==> src/rtl/led_pattern_monitor.sv <==
// Watches a bound-flasher LED bus, decodes the lit-LED count and tracks sweep
// direction, reversals, completed sweeps and coding/step errors.
module led_pattern_monitor (
  input  logic        div_clk,
  input  logic        rst,
  input  logic [15:0] led,
  output logic [4:0]  count,
  output logic [1:0]  dir,
  output logic        kick,
  output logic        done,
  output logic [4:0]  peak,
  output logic [7:0]  sweeps,
  output logic        err_pat,
  output logic        err_step,
  output logic        err_any
);

  typedef enum logic [1:0] {
    ST_IDLE = 2'b00,
    ST_UP   = 2'b01,
    ST_DOWN = 2'b10
  } state_t;

  state_t     state_q, state_d;
  logic [4:0] prev_q, prev_d;
  logic [4:0] count_q, count_d;
  logic [4:0] peak_q, peak_d;
  logic [4:0] run_max_q, run_max_d;
  logic [7:0] sweeps_q, sweeps_d;
  logic       kick_q, kick_d;
  logic       done_q, done_d;
  logic       err_pat_q, err_pat_d;
  logic       err_step_q, err_step_d;
  logic       err_any_q, err_any_d;

  // A lit LED above an unlit one breaks the thermometer code.
  logic [14:0] hole;
  logic        legal;
  logic [4:0]  ones;
  logic        step_big;

  generate
    for (genvar gi = 0; gi < 15; gi++) begin : g_hole
      assign hole[gi] = led[gi+1] & ~led[gi];
    end
  endgenerate

  assign legal = ~|hole;

  always_comb begin
    ones = 5'd0;
    for (int i = 0; i < 16; i++) begin
      ones = ones + 5'(led[i]);
    end
  end

  assign step_big = (ones > prev_q) ? ((ones - prev_q) > 5'd1)
                                    : ((prev_q - ones) > 5'd1);

  always_comb begin
    state_d    = state_q;
    prev_d     = prev_q;
    count_d    = count_q;
    peak_d     = peak_q;
    run_max_d  = run_max_q;
    sweeps_d   = sweeps_q;
    kick_d     = 1'b0;
    done_d     = 1'b0;
    err_pat_d  = 1'b0;
    err_step_d = 1'b0;
    err_any_d  = err_any_q;

    if (!legal) begin
      // Illegal samples freeze all tracking state; only the error flags move.
      err_pat_d = 1'b1;
      err_any_d = 1'b1;
    end else begin
      err_step_d = step_big;
      if (step_big) begin
        err_any_d = 1'b1;
      end
      prev_d  = ones;
      count_d = ones;
      if (ones > run_max_q) begin
        run_max_d = ones;
      end

      case (state_q)
        ST_IDLE: begin
          if (ones > prev_q) begin
            state_d = ST_UP;
          end else begin
            run_max_d = 5'd0;
          end
        end
        ST_UP: begin
          if (ones < prev_q) begin
            state_d = ST_DOWN;
            kick_d  = 1'b1;
          end
        end
        ST_DOWN: begin
          if (ones == 5'd0) begin
            state_d   = ST_IDLE;
            done_d    = 1'b1;
            peak_d    = run_max_q;
            run_max_d = 5'd0;
            if (sweeps_q != 8'hFF) begin
              sweeps_d = sweeps_q + 8'd1;
            end
          end else if (ones > prev_q) begin
            state_d = ST_UP;
            kick_d  = 1'b1;
          end
        end
        default: begin
          state_d = ST_IDLE;
        end
      endcase
    end
  end

  always_ff @(posedge div_clk) begin
    if (!rst) begin
      state_q    <= ST_IDLE;
      prev_q     <= 5'd0;
      count_q    <= 5'd0;
      peak_q     <= 5'd0;
      run_max_q  <= 5'd0;
      sweeps_q   <= 8'd0;
      kick_q     <= 1'b0;
      done_q     <= 1'b0;
      err_pat_q  <= 1'b0;
      err_step_q <= 1'b0;
      err_any_q  <= 1'b0;
    end else begin
      state_q    <= state_d;
      prev_q     <= prev_d;
      count_q    <= count_d;
      peak_q     <= peak_d;
      run_max_q  <= run_max_d;
      sweeps_q   <= sweeps_d;
      kick_q     <= kick_d;
      done_q     <= done_d;
      err_pat_q  <= err_pat_d;
      err_step_q <= err_step_d;
      err_any_q  <= err_any_d;
    end
  end

  assign count    = count_q;
  assign dir      = state_q;
  assign kick     = kick_q;
  assign done     = done_q;
  assign peak     = peak_q;
  assign sweeps   = sweeps_q;
  assign err_pat  = err_pat_q;
  assign err_step = err_step_q;
  assign err_any  = err_any_q;

endmodule
==> config.mk <==
export PLATFORM = sky130hd
export DESIGN_NAME = led_pattern_monitor
export DESIGN_NICKNAME = d
export VERILOG_FILES = /design/src/rtl/led_pattern_monitor.sv
export SDC_FILE = /design/constraint.sdc
export NUM_CORES = 1
export LEC_CHECK = 0
export CORE_ASPECT_RATIO = 0.6
export CORE_MARGIN = 2
export CORE_UTILIZATION = 49
export CTS_CLUSTER_SIZE = 20
export DETAILED_ROUTE_END_ITERATION = 7
export PLACE_DENSITY = 0.85
export SLEW_MARGIN = 15
export SYNTH_ARGS = -nofsm -noshare
export SYNTH_HDL_FRONTEND = slang
export SYNTH_SLANG_ARGS = --single-unit
==> constraint.sdc <==
create_clock -name div_clk -period 5.9 [get_ports div_clk]
set_clock_uncertainty 0.05 [all_clocks]
set_input_delay 1.77 -clock div_clk [delete_from_list [all_inputs] [get_ports div_clk]]
set_output_delay 1.77 -clock div_clk [all_outputs]
set_load 0.005 [all_outputs]
---- Yosys cells after proc, flatten, opt, wreduce, memory -nomap -nowiden ----
Cells that the tools add are included.
word-level totals
  logic and storage cells ................. 96
  input bits .............................. 18
  register bits after elaboration ......... 30
  output and inout port bits .............. 25
cells by class
  equal/unequal tests ..................... 4
  $add $sub $neg .......................... 18
  magnitude comparators ................... 5
  bitwise operators ....................... 33
  mux-type cells .......................... 17
  reductions and logical operators ........ 9
operators with widths
  operator                                                              count
  5-bit by 1-bit adder with 5-bit output                                11
  1-bit NOT                                                             18
  17-bit OR reduction                                                   1
  16-bit OR reduction                                                   1
  1-bit bitwise AND                                                     15
  5-bit 2-to-1 mux                                                      3
  15-bit OR reduction                                                   1
  5-bit by 1-bit > comparator with 1-bit output, second input constant  2
  5-bit > comparator                                                    2
  5-bit one-hot mux with 2 select lines                                 1
  5-bit subtractor                                                      2
  8-bit by 1-bit adder with 8-bit output, second input constant         1
  1-bit 2-to-1 mux                                                      8
  8-bit inequality test, second input constant                          1
  2-bit 2-to-1 mux                                                      3
  2-bit one-hot mux with 3 select lines                                 1
  4-bit by 1-bit adder with 5-bit output                                1
  5-bit zero test                                                       1
  5-bit < comparator                                                    1
  3-bit by 1-bit adder with 4-bit output                                1
  4-bit AND reduction                                                   1
  2-bit by 1-bit adder with 3-bit output                                1
  3-bit AND reduction                                                   1
  1-bit by 1-bit adder with 2-bit output                                1
  7 further kinds                                                       7

---- Logic depth before layout (Yosys ltp) ----
Gate-level depths: netlist of the first run.
  depth in word-level cells ............... 20
  mapped depth ............................ 19
  depth with buffers taken out ............ 18

---- Least setup slack after synthesis of the first run ----
No wires, ideal clock.
  kind .................................... input port to flip-flop
  from .................................... in led[0]
  to ...................................... reg state_q[1] (netlist: dir[1])
  setup slack ............................. -0.481 ns
  stages .................................. 17
  data required time ...................... 5.758 ns
  arrival ................................. 6.239 ns
  path through ............................ inv_1 fa_1 inv_1 fa_1 fa_1 inv_1 fa_1 inv_1 ha_1 fa_1 xor2_1 ha_1 clkbuf_1 o221ai_1 nand2b_1 a211o_1 o32ai_1
between the ends
  word-level cells in the longest chain between the ends .. 19
  elaborated cells on any way between the ends .. 27
  those cells by class .................... add/sub (15); order compare (2); eq/ne (1); mux (3); bitwise (3); reduce/logical (3)
RTL lines
  element                                                    RTL line  text
  from (decl)                                                6         input logic [15:0] led,
  1-bit by 1-bit adder with 2-bit output (*)                 53        ones = ones + 5'(led[i]);
  2-bit by 1-bit adder with 3-bit output (*)                 53
  3-bit by 1-bit adder with 4-bit output (*)                 53
  4-bit by 1-bit adder with 5-bit output (*)                 53
  5-bit by 1-bit adder with 5-bit output (*) (11 in series)  53
  net ones[2]                                                39        logic [4:0] ones;
  5-bit > comparator                                         90, 111
  2-bit 2-to-1 mux                                           n/a
  2-bit 2-to-1 mux                                           103       if (ones == 5'd0) begin
  2-bit one-hot mux with 3 select lines                      88        case (state_q)
  to (signal assigned)                                       137       state_q <= state_d;
  to (decl)                                                  24        state_t state_q, state_d;
The timed path passes the listed nets; every way through them passes the cells marked *.
A chain may end at the register's enable or synchronous reset.

---- Worst setup path in the final report of the first run ----
  from .................................... in led[11]
  to ...................................... reg run_max_q[1]
between the ends
  word-level cells in the longest chain between the ends .. 9
  elaborated cells on any way between the ends .. 16
  those cells by class .................... add/sub (5); order compare (2); mux (4); bitwise (3); reduce/logical (2)
RTL lines
  element                                               RTL line  text
  5-bit by 1-bit adder with 5-bit output (5 in series)  53
  5-bit > comparator                                    84        if (ones > run_max_q) begin
  5-bit 2-to-1 mux                                      84
  5-bit 2-to-1 mux (on tied branches)                   103, 90
  5-bit one-hot mux with 2 select lines                 88
  to (signal assigned)                                  141       run_max_q <= run_max_d;
  to (decl)                                             28        logic [4:0] run_max_q, run_max_d;
Parallel ways exist; a longest one is shown, timed or not.

==> impl_metrics.env, run 1 <==
export IMPL_port_buffers=42
export IMPL_r2r_start="dir[0]"
export IMPL_leakage_nw=1.58
export IMPL_maxSlewViolCount=0
export IMPL_reg2reg_depth=6
export IMPL_cts_buffers=5
export IMPL_drive_gt1_share_pct=37.8
export IMPL_grt_overflow_total=0
export IMPL_netlist_top_cells_area="dfxtp_1 (23%), ha_1 (11%), fa_1 (9.0%), inv_1 (5.8%), a21oi_1 (5.6%)"
export IMPL_critPathCaptureType="flip-flop"
export IMPL_ys_ff_latch=30
export IMPL_die_area_sq_um=6060
export IMPL_syn_num_nets=365
export IMPL_arrival_ps=6320
export IMPL_critPathKind="primary input to flip-flop"
export IMPL_grt_first_pass_wirelength_microns=13800
export IMPL_cp_max_fo=5
export IMPL_routed_wirelength_microns=9440
export IMPL_fin_crit_sh_pct=105
export IMPL_rsz0062_at_grt="true"
export IMPL_synth_area_leader_cell="dfxtp_1"
export IMPL_cp_common_cell="fa_1"
export IMPL_finalSetupViolCount=19
export IMPL_reg2reg_to="sweeps[5]"
export IMPL_ctsLongestPathBuffers=2
export IMPL_hpwl_microns=5990
export IMPL_initial_core_util_pct=51.7
export IMPL_synth_edf_count=0
export IMPL_fin_crit_ps=6190
export IMPL_hold_class="flip-flop to flip-flop"
export IMPL_io_pin_count=43
export IMPL_syn_area_per_cell_sq_um=8.56
export IMPL_finalHoldViolCount=0
export IMPL_dr_pass1_iters=5
export IMPL_drv_cap=0
export IMPL_max_slew_margin_pct=44.8
export IMPL_antenna_found_initial=0
export IMPL_start_kind="primary input"
export IMPL_clock_sinks=30
export IMPL_grt_pass1_vias=2767
export IMPL_powerDensity_nw_per_um2=581
export IMPL_crit_chain="buf_8, inv_4, fa_1, inv_2, fa_1, fa_1, inv_2, fa_1, inv_2, ha_4, buf_4, a21o_1, a211oi_4, nor2_4, ha_4, nand3_2, o22ai_4, a211oi_2, o41ai_4, buf_6, a21oi_2"
export IMPL_setup_ws_ps=-292
export IMPL_postCtsHoldBufs=0
export IMPL_vias=2931
export IMPL_grt_start_max_net_pins=35
export IMPL_ys_warn_count=0
export IMPL_row_count=20
export IMPL_yosysUniqueCellTypes=55
export IMPL_chipHeight_microns=61.1
export IMPL_whs_ps=430
export IMPL_root_buffer="clkbuf_8"
export IMPL_antenna_cells=0
export IMPL_area_growth_pct=54.7
export IMPL_drc=0
export IMPL_nFillCells=303
export IMPL_setup_tns_ps=-2970
export IMPL_place_gp_congestion=0.948
export IMPL_die_w_microns=99.2
export IMPL_dr_first_iter_drc_count=198
export IMPL_slowest_stage="fa_1"
export IMPL_crit_path_end="run_max_q[1]"
export IMPL_fmax_mhz=161
export IMPL_cts_tree="built"
export IMPL_grtUsageTotal_pct=29.8
export IMPL_tightest_slew_ps=827
export IMPL_via_per_inst=6.16
export IMPL_vdd_ir_drop_worst_mv=0.402
export IMPL_status="complete, but fails checks"
export IMPL_finalPower_mw=2.39
export IMPL_htreeDepth=2
export IMPL_syn_inst=311
export IMPL_violations="setup timing"
export IMPL_max_stage_delay_ps=560
export IMPL_finalCoreUtilization_pct=79.9
export IMPL_wl_per_cell_microns=19.8
export IMPL_cp_required_ps=6030
export IMPL_ff2ff_setup_slack_ps=3250
export IMPL_postSynth_asyncResetShare_pct=0
export IMPL_detail_route_antenna_nets=0
export IMPL_clkTransAtPathRegs_ps=70
export IMPL_crit_path_start="led[11]"
export IMPL_core_region_area_sq_um=5150
export IMPL_synth_flop_cell="dfxtp_1"
export IMPL_synth_top_area_share_pct=22.6
export IMPL_synth_cell_area_sq_um=2660
export IMPL_ys_seq_area_share_pct=22.6
export IMPL_clk_latency_ps=300
export IMPL_final_net_count=463
-- state kept, by name, summed over array words and instances, names as in the netlist --
name       cells
sweeps         8
count          5
peak           5
run_max_q      5
dir            2
done           1
err_any        1
err_pat        1
err_step       1
kick           1
-- cell type report --
| cell class | instances | area, sq um | share of cell area (%) |
|---|---|---|---|
| Inverter | 41 | 171 | 4.16 |
| Timing Repair Buffer | 102 | 905 | 22.0 |
| Multi-Input combinational cell | 229 | 2250 | 54.6 |
| Sequential cell | 30 | 601 | 14.6 |
| Clock buffer | 5 | 68.8 | 1.67 |
| Clock inverter | 3 | 40.0 | 0.972 |
| Tap cell | 66 | 82.6 | 2.01 |
-- worst min path at each step --
stage                    to  slack (ps)         start  cells after the start
detailed placement  peak[2]         420       peak[2]                      2
CTS                 peak[2]         430       peak[2]                      2
floorplan           peak[4]         400  run_max_q[4]                      2
global placement    peak[4]         410       peak[4]                      2
finish              peak[2]         430       peak[2]                      2
global route        peak[2]         450       peak[2]                      2
-- kinds of logic (layout without fill, tap and decap cells) --
| group | count (synthesis) | after routing | share of synthesized area [%] |
|---|---|---|---|
| multiplexers | 2 | 2 | 0.752 |
| AO/OA/AOI/OAI | 86 | 86 | 24.8 |
| flip-flops | 30 | 30 | 22.6 |
| adder cells (fa/ha/maj) | 36 | 36 | 20.3 |
| AND/OR/NAND/NOR | 100 | 100 | 21.9 |
| XOR/XNOR | 5 | 5 | 1.64 |
| buffers and inverters | 52 | 151 | 8.04 |
-- metal layers --
metal	vias up	global-route usage (%)	part of all wire (%)
li1	1322	-	-
met1	1408	40.3	43
met3	44	7.04	8.3
met4	0	8.41	3.5
met5	-	0	0
met2	157	49.0	45
-- per-stage QoR --
stage / area, sq um / worst slack, ps / instances
6_report: 4120 / -292 / 476
5_1_grt: 4120 / -428 / 476
4_1_cts: 4020 / -253 / 474
3_5_place_dp: 3620 / -1020 / 458
3_3_place_gp: 3620 / -939 / 458
2_1_floorplan: 2800 / -219 / 311
-- cells in the final DEF (no fill, tap or decap), types with 3 or more instances in the layout --
| cell | Yosys | final |
|---|---|---|
| a211o_1 | 3 | 3 |
| a21o_1 | 6 | 6 |
| or4_1 | 7 | 6 |
| nor2_1 | 7 | 6 |
| inv_2 | 0 | 9 |
| o31ai_2 | 0 | 4 |
| nand3_1 | 13 | 12 |
| a21oi_1 | 30 | 20 |
| clkbuf_8 | 0 | 5 |
| fa_1 | 12 | 8 |
| clkdlybuf4s50_1 | 0 | 33 |
| nand4_1 | 11 | 11 |
| fa_2 | 0 | 4 |
| clkbuf_2 | 0 | 5 |
| buf_4 | 0 | 51 |
| nand2_1 | 19 | 19 |
| dfxtp_1 | 30 | 30 |
| ha_4 | 0 | 7 |
| o21ai_0 | 11 | 5 |
| a21oi_2 | 0 | 9 |
| buf_6 | 2 | 9 |
| o21ai_1 | 0 | 5 |
| buf_8 | 0 | 3 |
| nor3_1 | 7 | 5 |
| inv_1 | 41 | 29 |
| nor2b_1 | 12 | 10 |
| nand2b_1 | 4 | 4 |
| ha_1 | 24 | 17 |
-- critical path, delay by kind of cell --
kind            cells  cell delay (ps)
compound gates      6             1230
fa+ha+maj           6             2560
buf+inv             7              580
simple gates        2              180
-- where the power goes --
| part | switching [mW] | leakage [nW] | internal, mW |
|---|---|---|---|
| sequential | 0.00180 | 0.242 | 0.205 |
| combinational | 1.04 | 1.28 | 0.937 |
| clock | 0.0890 | 0.0579 | 0.124 |
-- cells in the mapped netlist (2+ instances only) --
cell type and number:
clkbuf_1 6, ha_1 24, inv_1 41, nor4_1 2, a21o_1 6, buf_6 2
nand2b_1 4, a211o_1 3, xor2_1 4, a21oi_1 30, and2_1 2, nor2_1 7
o41ai_1 2, nor2b_1 12, mux2i_1 2, a41oi_1 2, nand3_1 13, dfxtp_1 30
fa_1 12, nand3b_1 2, nor3b_1 2, or4_1 7, and4_1 2, a31oi_1 2
o31ai_1 7, buf_2 3, o21a_1 2, and4_4 2, o311ai_0 2, a211oi_1 3
nand4_1 11, nand2_1 19, o21ai_0 11, and3_1 3, nor3_1 7, o22ai_1 2
a2111oi_4 2
-- timing repair --
item                                   4_1_cts  5_1_grt
endpoints found under the hold margin        0        0
buffers inserted                             8        3
cloned                                       0        0
pin swaps                                   51       29
setup endpoints to repair                   24       23
gates resized for setup                     79       33
Note: power is estimated with default switching activity, not from simulation.
==> run 2: changes to the inputs <==
Settings changed: MAX_ROUTING_LAYER set to met4, SLEW_MARGIN 15 to 20.
==> run 2 against run 1 <==
- the flow still finishes with violations (setup timing)
- flip-flop and latch count is the same
- setup slack got worse by 130 ps
- maximum frequency down 2.1%
- design area grew 12%
- largest cell class unchanged
- sequential share of layout area shrank 1.5 points
- count of clock-buffer cells in the layout increased by 2
- final cell count up 9.2%
- combinational power grew 20%
- first-iteration DRC count rose to 2.8 times the previous value
- global-route usage is 5.1 points higher
- hold slack gained 4.7 ps
==> impl_metrics.env, run 2 (synthesized netlist as in run 1, its figures left out) <==
export IMPL_clk_latency_ps=290
export IMPL_die_w_microns=99.2
export IMPL_setup_ws_ps=-424
export IMPL_cts_buffers=5
export IMPL_core_region_area_sq_um=5150
export IMPL_arrival_ps=6480
export IMPL_maxSlewViolCount=0
export IMPL_final_cell_mix="buf_4 (87), clkdlybuf4s50_1 (33), inv_1 (30), dfxtp_1 (30), nand2_1 (19)"
export IMPL_detail_route_antenna_nets=0
export IMPL_finalHoldViolCount=0
export IMPL_comb_power_share_pct=85.9
export IMPL_row_count=20
export IMPL_vdd_ir_drop_worst_mv=0.583
export IMPL_violations="setup timing"
export IMPL_status="complete, but fails checks"
export IMPL_final_common_cell="buf_4"
export IMPL_routed_wirelength_microns=14100
export IMPL_multi_input_area_sq_um=2400
export IMPL_cp_required_ps=6060
export IMPL_power_switching_mw=1.37
export IMPL_place_gp_congestion=0.968
export IMPL_htreeDepth=2
export IMPL_grt_use_met2_pct=56.9
export IMPL_grt_start_max_net_pins=22
export IMPL_hpwl_microns=6120
export IMPL_clkTransAtPathRegs_ps=70
export IMPL_max_slew_margin_pct=9.28
export IMPL_antenna_found_initial=0
export IMPL_p_sw_share_pct=50.0
export IMPL_tightest_slew_ps=1350
export IMPL_die_area_sq_um=6060
export IMPL_grt_pass1_vias=2945
export IMPL_fin_crit_sh_pct=107
export IMPL_p_seq_share_pct=7.5
export IMPL_via_per_inst=7.00
export IMPL_wl_per_cell_microns=27.1
export IMPL_vias=3641
export IMPL_start_kind="primary input"
export IMPL_port_buffers=42
export IMPL_area_growth_pct=72.6
export IMPL_grt_first_pass_wirelength_microns=15400
export IMPL_grt_overflow_total=0
export IMPL_fmax_mhz=158
export IMPL_nFillCells=201
export IMPL_whs_ps=435
export IMPL_postPlaceCellArea_sq_um=3620
export IMPL_hold_class="flip-flop to flip-flop"
export IMPL_rsz0062_at_grt="true"
export IMPL_met1_usage_pct=43.8
export IMPL_pwr_share_clk_pct=6.6
export IMPL_powerDensity_nw_per_um2=597
export IMPL_root_buffer="clkbuf_8"
export IMPL_postCtsHoldBufs=0
export IMPL_busiest_layer="met2"
export IMPL_antenna_cells=0
export IMPL_largest_register_ffs=8
export IMPL_drv_cap=0
export IMPL_grtUsageTotal_pct=34.9
export IMPL_dr_first_iter_drc_count=548
export IMPL_clock_sinks=30
export IMPL_chipHeight_microns=61.1
export IMPL_leakage_nw=1.81
export IMPL_drive_gt1_share_pct=47.1
export IMPL_io_pin_count=43
export IMPL_final_area_sq_um=4600
export IMPL_drc=0
export IMPL_finalSetupViolCount=24
export IMPL_cp_max_fo=5
export IMPL_cts_tree="built"
export IMPL_critPathCaptureType="flip-flop"
export IMPL_initial_core_util_pct=51.7
export IMPL_dr_pass1_iters=6
export IMPL_use_met3_pct=9.99
export IMPL_fin_crit_ps=6320
export IMPL_ctsLongestPathBuffers=2
export IMPL_p_int_mw=1.37
export IMPL_seqCellArea_sq_um=601
export IMPL_finalPower_mw=2.74
export IMPL_final_net_count=507
export IMPL_critPathKind="primary input to flip-flop"
==> run 2: final cells by class <==
type | instances | share of cell area, %
tap | 66 | 1.80
timing repair buffer | 144 | 27.3
inverter | 41 | 3.68
clock buffer | 7 | 1.88
clock inverter | 1 | 0.109
multi-input combinational | 231 | 52.2
sequential | 30 | 13.1
==> run 2: what timing repair did <==
action	in CTS	in global routing
gates cloned	1	2
gates resized for setup	51	90
pin swaps	22	49
setup endpoints to repair	24	29
setup buffers	32	19
==> run 2: critical path: stages <==
cell	delay, ps
clkdlybuf4s15_2	210
fa_1	540
fa_2	480
fa_1	530
inv_1	70
fa_1	510
inv_2	50
ha_4	160
fa_2	630
buf_4	150
ha_4	190
nor2b_4	140
o221ai_4	300
nand2b_1	150
a211o_1	330
buf_4	150
a21oi_1	120
==> run 2: through the flow <==
step                std cells  TNS [ps]  worst slack [ps]  utilization (%)
floorplan                 311     -1560              -219                -
global placement          459    -17310              -943             70.3
finish                    520     -7090              -424             89.2
detailed placement        459    -18940             -1050             70.3
CTS                       500     -1520              -180             77.7
global route              520     -8190              -490             89.2
==> run 2: final timing paths <==
path	from	cells after the start	slack (ps)	endpoint
hold / removal	peak[1]	2	430	peak[1]
setup reg to reg	dir[0]	6	3160	sweeps[5]
hold reg to reg	peak[1]	2	430	peak[1]
setup / recovery	led[7]	17	-420	kick
==> run 2: per-layer routing <==
metal,wire length [microns],up-vias
met5,0,-
met4,1050,0
met3,1830,131
met2,5980,370
met1,5260,1719
li1,-,1421
==> run 2: power by group through the flow <==
stage | registers [mW] | logic [mW] | clock network (mW)
after floorplan | 0.211 | 0.939 | 0
final | 0.207 | 2.36 | 0.181
after detailed placement | 0.211 | 1.47 | 0
after CTS | 0.206 | 1.62 | 0.174
after global placement | 0.211 | 1.40 | 0
after global routing | 0.207 | 2.40 | 0.185
